### src/rtl/crc32_stream.sv
// crc32_stream: frame-aware Ethernet CRC-32 engine (reflected, poly 0x04C11DB7).
// Consumes DATA_BYTES lanes per beat in ascending lane order, skipping lanes
// whose keep bit is clear, and emits one result beat (FCS + byte length) per frame.
// Optional macro CRC_CHECK_EN enables the receive residue comparator on out_fcs_ok;
// without it out_fcs_ok is tied low.
module crc32_stream #(
    parameter int DATA_BYTES = 8,
    parameter int LEN_W      = 16
) (
    input  logic                    clk,
    input  logic                    rst,
    input  logic                    in_valid,
    input  logic                    in_sop,
    input  logic                    in_eop,
    input  logic [8*DATA_BYTES-1:0] in_data,
    input  logic [DATA_BYTES-1:0]   in_keep,
    output logic                    out_valid,
    output logic [31:0]             out_crc,
    output logic [LEN_W-1:0]        out_len,
    output logic                    out_err,
    output logic                    out_fcs_ok
);

    localparam logic [31:0] CRC_INIT      = 32'hFFFF_FFFF;
    localparam logic [31:0] CRC_POLY_REFL = 32'hEDB8_8320;
`ifdef CRC_CHECK_EN
    localparam logic [31:0] CRC_RESIDUE   = 32'h2144_DF1C;
`endif

    typedef enum logic [0:0] {
        ST_IDLE  = 1'b0,
        ST_FRAME = 1'b1
    } state_t;

    // One reflected CRC-32 step over a single byte, LSB first.
    function automatic logic [31:0] crc_byte(input logic [31:0] crc, input logic [7:0] b);
        logic [31:0] c;
        c = crc ^ {24'h00_0000, b};
        for (int i = 0; i < 8; i++) begin
            if (c[0]) begin
                c = {1'b0, c[31:1]} ^ CRC_POLY_REFL;
            end else begin
                c = {1'b0, c[31:1]};
            end
        end
        return c;
    endfunction

    // Number of valid lanes in a beat, one bit wider than the length counter.
    function automatic logic [LEN_W:0] keep_count(input logic [DATA_BYTES-1:0] keep);
        logic [LEN_W:0] n;
        n = {(LEN_W+1){1'b0}};
        for (int i = 0; i < DATA_BYTES; i++) begin
            n = n + {{LEN_W{1'b0}}, keep[i]};
        end
        return n;
    endfunction

    state_t             state_r, state_n_s;
    logic [31:0]        lfsr_r, lfsr_n_s;
    logic [LEN_W-1:0]   len_r, len_n_s;
    logic               out_valid_r, out_err_r, out_fcs_ok_r;
    logic [31:0]        out_crc_r;
    logic [LEN_W-1:0]   out_len_r;

    logic               continue_s;
    logic [31:0]        chain_s;
    logic [31:0]        crc_final_s;
    logic [LEN_W-1:0]   base_len_s;
    logic [LEN_W:0]     sum_s;
    logic [LEN_W-1:0]   len_sum_s;
    logic               take_s;
    logic               res_valid_s;
    logic               err_s;
    logic               fcs_match_s;

    // Datapath: byte-step chain seeded from the running register or a fresh init,
    // plus the saturating length accumulation for the current beat.
    always_comb begin
        continue_s = (state_r == ST_FRAME) && !in_sop;
        chain_s    = continue_s ? lfsr_r : CRC_INIT;
        for (int k = 0; k < DATA_BYTES; k++) begin
            if (in_keep[k]) begin
                chain_s = crc_byte(chain_s, in_data[8*k +: 8]);
            end else begin
                chain_s = chain_s;
            end
        end
        crc_final_s = ~chain_s;
        base_len_s  = continue_s ? len_r : {LEN_W{1'b0}};
        sum_s       = {1'b0, base_len_s} + keep_count(in_keep);
        len_sum_s   = sum_s[LEN_W] ? {LEN_W{1'b1}} : sum_s[LEN_W-1:0];
`ifdef CRC_CHECK_EN
        fcs_match_s = (crc_final_s == CRC_RESIDUE);
`else
        fcs_match_s = 1'b0;
`endif
    end

    // Next-state logic: accept, drop or restart frames and flag framing errors.
    always_comb begin
        state_n_s   = state_r;
        lfsr_n_s    = lfsr_r;
        len_n_s     = len_r;
        take_s      = 1'b0;
        err_s       = 1'b0;
        res_valid_s = 1'b0;
        case (state_r)
            ST_IDLE: begin
                if (in_valid) begin
                    if (in_sop) begin
                        take_s = 1'b1;
                    end else begin
                        err_s = 1'b1;
                    end
                end else begin
                    take_s = 1'b0;
                end
            end
            ST_FRAME: begin
                if (in_valid) begin
                    take_s = 1'b1;
                    // A new sop here means the previous frame never saw its eop.
                    err_s  = in_sop;
                end else begin
                    take_s = 1'b0;
                end
            end
            default: begin
                state_n_s = ST_IDLE;
                lfsr_n_s  = CRC_INIT;
                len_n_s   = {LEN_W{1'b0}};
            end
        endcase
        if (take_s) begin
            if (in_eop) begin
                res_valid_s = 1'b1;
                state_n_s   = ST_IDLE;
                lfsr_n_s    = CRC_INIT;
                len_n_s     = {LEN_W{1'b0}};
            end else begin
                state_n_s   = ST_FRAME;
                lfsr_n_s    = chain_s;
                len_n_s     = len_sum_s;
            end
        end else begin
            res_valid_s = 1'b0;
        end
    end

    // State, running CRC and length registers.
    always_ff @(posedge clk or posedge rst) begin
        if (rst) begin
            state_r <= ST_IDLE;
            lfsr_r  <= CRC_INIT;
            len_r   <= {LEN_W{1'b0}};
        end else begin
            state_r <= state_n_s;
            lfsr_r  <= lfsr_n_s;
            len_r   <= len_n_s;
        end
    end

    // Result registers: strobes last one cycle, crc/len hold until the next result.
    always_ff @(posedge clk or posedge rst) begin
        if (rst) begin
            out_valid_r  <= 1'b0;
            out_err_r    <= 1'b0;
            out_fcs_ok_r <= 1'b0;
            out_crc_r    <= 32'h0000_0000;
            out_len_r    <= {LEN_W{1'b0}};
        end else begin
            out_valid_r  <= res_valid_s;
            out_err_r    <= err_s;
            out_fcs_ok_r <= res_valid_s & fcs_match_s;
            if (res_valid_s) begin
                out_crc_r <= crc_final_s;
                out_len_r <= len_sum_s;
            end else begin
                out_crc_r <= out_crc_r;
                out_len_r <= out_len_r;
            end
        end
    end

    assign out_valid  = out_valid_r;
    assign out_err    = out_err_r;
    assign out_fcs_ok = out_fcs_ok_r;
    assign out_crc    = out_crc_r;
    assign out_len    = out_len_r;

endmodule

### config.mk
export PLATFORM = sky130hd
export DESIGN_NAME = crc32_stream
export DESIGN_NICKNAME = d
export VERILOG_FILES = /design/src/rtl/crc32_stream.sv
export SDC_FILE = /design/constraint.sdc
export NUM_CORES = 1
export LEC_CHECK = 0
export ABC_AREA = 0
export BUFFER_PORTS_ARGS = -buffer_cell sky130_fd_sc_hd__buf_2
export CAP_MARGIN = 10
export CORE_AREA = 2 2 214 216
export CTS_BUF_LIST = sky130_fd_sc_hd__clkbuf_4
export CTS_CLUSTER_SIZE = 8
export DETAILED_ROUTE_END_ITERATION = 10
export DIE_AREA = 0 0 216 218
export GPL_ROUTABILITY_DRIVEN = 0
export PLACE_DENSITY_LB_ADDON = 0.3
export SYNTH_ARGS = -nofsm -noshare
export SYNTH_HDL_FRONTEND = slang
export SYNTH_SLANG_ARGS = --single-unit
### constraint.sdc
create_clock -name clk -period 9.3 [get_ports clk]
set_input_delay 0.465 -clock clk [delete_from_list [all_inputs] [get_ports clk]]
set_output_delay 0.465 -clock clk [all_outputs]
set_load 0.1 [all_outputs]
==> flow_metrics.py <==
metrics = {
    "timing": {
        "fin_tns_setup_ns": 0,
        "finalMaxSlewViolations": 0,
        "worst_slew_pin_slew_ns": 1.12,
        "hold_violations": 0,
        "finalCriticalPeriod_ns": 9.11,
        "clock_skew_ns": 0.0248,
        "slew_headroom": 0.250,
        "rsz0062_at_grt": "true",
        "fmax_ghz": 0.110,
        "fin_crit_sh": 0.980,
        "setup_viol": 0,
    },
    "die": {
        "die_x_um": 216,
        "dieArea_um2": 47100,
        "core-area_um2": 44900,
        "initial_core_util": 0.394,
        "pin_count": 128,
        "placementRows": 78,
        "die_y_um": 218,
    },
    "finish": {
        "final_area_um2": 22700,
        "nets": 2577,
        "drive_above_1_share": 0.345,
        "syn2layout_area_growth_pct": 28.6,
        "num-fill-cells": 4249,
    },
    "route": {
        "drtIter0Drc": 1594,
        "wl_per_cell_um": 20.4,
        "ant_nets": 0,
        "vias_per_cell": 5.66,
        "first_pass_iters": 6,
        "routed_wirelength_um": 63200,
        "route.vias.total": 17500,
        "drcViolationCount": 0,
    },
    "grt": {
        "grt_pass1_vias": 16700,
        "gr-total-overflow": 0,
        "grt_max_degree": 75,
        "grt_pass1_wl_um": 95100,
        "grt_antenna_before_repair": 1,
        "grt_usage": 0.257,
    },
    "critical_path": {
        "crit_fanout": 5,
        "critPathSlowestCell": "xnor3_2",
        "endpoint_kind": "flop",
        "reg2reg_to": "out_crc[25]$_DFFE_PP0P_",
        "critPathMostFrequentCell": "buf_4",
        "start_kind": "flop",
        "path_class": "reg2reg",
        "required_ns": 9.63,
        "crit_arrival_ns": 9.45,
        "r2r_slack_ns": 0.19,
        "worstReg2RegStart": "lfsr_r[4]$_DFFE_PP1P_",
        "reg2reg_depth": 36,
        "cpPeakStageDelay_ns": 0.51,
    },
    "run": {
        "maxCapViolations": 0,
    },
    "synth": {
        "syn_nets": 2166,
        "syn_area_um2": 17700,
        "ys_ff_latch": 99,
        "synth_flop_cell": "dfrtp_1",
        "ys_warn_count": 0,
        "netlist-cell-type-count": 124,
        "synth_edf_count": 0,
        "yosysSeqAreaShare": 0.142,
        "avgSynthCellArea_um2": 8.51,
        "ys_async_sr_fraction": 1.00,
        "syn_inst": 2078,
    },
    "cts": {
        "cts_max_level": 3,
        "numCtsBuffers": 9,
        "cts.reportedPaths.clkPinSlew_ns": 0.18,
        "clock-sinks": 99,
        "cts.root.buffer_cell": "clkbuf_4",
        "cts_tree": "done",
        "clk_latency_ns": 0.48,
        "clock_path_buffers": 2,
    },
    "hold_path": {
        "min_from": "in_valid",
        "whs_path_depth": 2,
        "hp-class": "in2reg",
        "hold-path-endpoint": "state_r$_DFFE_PP0P_",
    },
    "place": {
        "placed_area_um2": 21100,
        "post-dp-hpwl_um": 50300,
        "numPortBuffers": 126,
    },
    "run_status": {
        "status": "finished, final reports clean",
    },
}
-- sequential cells by signal (all words and copies together), names as in the netlist --
register and flops:
len_r 16, lfsr_r 32, out_crc 32, out_err 1
out_len 16, out_valid 1, state_r 1
-- cells in the mapped netlist (22+ instances only) --
master / instances / area share
inv_1: 32 / 0.0068
a21oi_1: 135 / 0.038
buf_2: 26 / 0.0074
nor2_1: 193 / 0.041
mux2i_1: 79 / 0.045
dfstp_2: 32 / 0.048
o21ai_1: 28 / 0.0079
xnor2_2: 25 / 0.023
clkbuf_1: 75 / 0.016
xnor3_1: 66 / 0.084
nand2_1: 175 / 0.037
and2_1: 24 / 0.0085
dfrtp_1: 67 / 0.095
o211ai_1: 24 / 0.010
o21ai_0: 97 / 0.027
xnor2_1: 286 / 0.14
nor3_1: 55 / 0.016
xor2_1: 108 / 0.054
o21a_1: 22 / 0.0093
nand3_1: 42 / 0.012
nand4_1: 23 / 0.0081
-- critical path, delay by kind of cell, from the launching register on --
family	cells	cell delay, ns
AO/OA/AOI/OAI	8	1.49
flip-flops	1	0.46
AND/OR/NAND/NOR	4	1.52
buffers and inverters	7	1.18
multiplexers	3	0.81
XOR/XNOR	14	3.53
-- cells by family after synthesis --
kind of cell               count (synthesis)  synth area share
buffers and inverters                    165            0.0415
DFF                                       99             0.142
adders and majority gates                 11           0.00991
AOI/OAI and AO/OA                        507             0.200
xor gates and xnor gates                 522             0.352
muxes                                    108            0.0660
and+or+nand+nor                          665             0.188
other                                      1          0.000212
-- final cells by class --
cell class	count	area, um^2	share of cell area
inverters	33	126	0.00556
clock buffers	10	75.1	0.00330
clock inverters	6	83.8	0.00369
diodes	1	2.50	0.000110
flip-flops and latches	99	2520	0.111
repair buffers	531	3750	0.165
multi-input cells	1815	15400	0.678
well taps	600	751	0.0330
-- repair_timing --
action	4_1_cts	5_1_grt
setup buffers	5	55
gates resized for setup	17	161
hold endpoints to repair	8	0
pin swaps	2	78
setup endpoints to repair	41	64
hold buffers	1	0
gates cloned	0	1
-- through the flow --
step | util | hold slack, ns | std cells | worst slack [ns]
floorplan | - | 0.435 | 2078 | 0.0687
global placement | 0.469 | 0.451 | 3016 | -0.160
finish | 0.506 | 0.195 | 3095 | 0.186
global route | 0.506 | 0.172 | 3095 | -0.120
CTS | 0.476 | 0.174 | 3038 | 0.00911
detailed placement | 0.469 | 0.456 | 3016 | -0.282
-- how the worst max path moves through the flow --
stage | startpoint | to | slack (ns) | cells after the start
finish | lfsr_r[4]$_DFFE_PP1P_ | out_crc[25]$_DFFE_PP0P_ | 0.19 | 36
global route | lfsr_r[5]$_DFFE_PP1P_ | out_crc[23]$_DFFE_PP0P_ | -0.12 | 34
CTS | lfsr_r[1]$_DFFE_PP1P_ | out_crc[18]$_DFFE_PP0P_ | 0.009 | 32
detailed placement | in_sop | out_crc[18]$_DFFE_PP0P_ | -0.28 | 35
global placement | in_sop | lfsr_r[26]$_DFFE_PP1P_ | -0.16 | 36
floorplan | in_data[1] | out_crc[21]$_DFFE_PP0P_ | 0.07 | 33
-- per-layer routing --
metal | global-route usage | part of all wire | wire length (um) | vias up
met1 | 0.349 | 0.43 | 27300 | 8515
met2 | 0.439 | 0.48 | 30400 | 677
met5 | 0 | 0 | 0 | -
met4 | 0.0676 | 0.030 | 1870 | 0
met3 | 0.0225 | 0.058 | 3640 | 115
li1 | - | - | - | 8217
-- cell usage in the layout (no fill, tap or decap), types with 10 or more instances in the layout --
cell type / netlist / layout
and2_1: 24 / 23
xor3_1: 11 / 10
o21ai_1: 28 / 31
a21oi_2: 6 / 16
nor3_1: 55 / 52
xor2_2: 8 / 13
o21ai_0: 97 / 88
mux2i_2: 3 / 16
a21o_1: 15 / 15
xnor2_4: 10 / 18
o211ai_1: 24 / 24
nand3_1: 42 / 39
buf_2: 26 / 126
o21a_1: 22 / 19
xnor2_1: 286 / 265
xnor2_2: 25 / 39
xnor3_1: 66 / 58
a211oi_1: 19 / 13
inv_1: 32 / 31
dfstp_2: 32 / 32
o22a_1: 17 / 17
a21oi_1: 135 / 125
or3_1: 19 / 12
or2_2: 13 / 13
mux2_2: 20 / 19
nand2_1: 175 / 173
nor2_1: 193 / 189
nand2b_1: 13 / 13
clkbuf_4: 0 / 10
mux2i_1: 79 / 65
dfrtp_1: 67 / 66
nand4_1: 23 / 23
xor2_1: 108 / 99
nor3b_1: 16 / 16
and3_1: 15 / 15
a31oi_1: 19 / 17
buf_4: 12 / 394
xnor3_2: 3 / 11
Power is left out: the tool's default activity adds up to more than one toggle a clock period on the data nets, which glitch-free logic cannot reach.
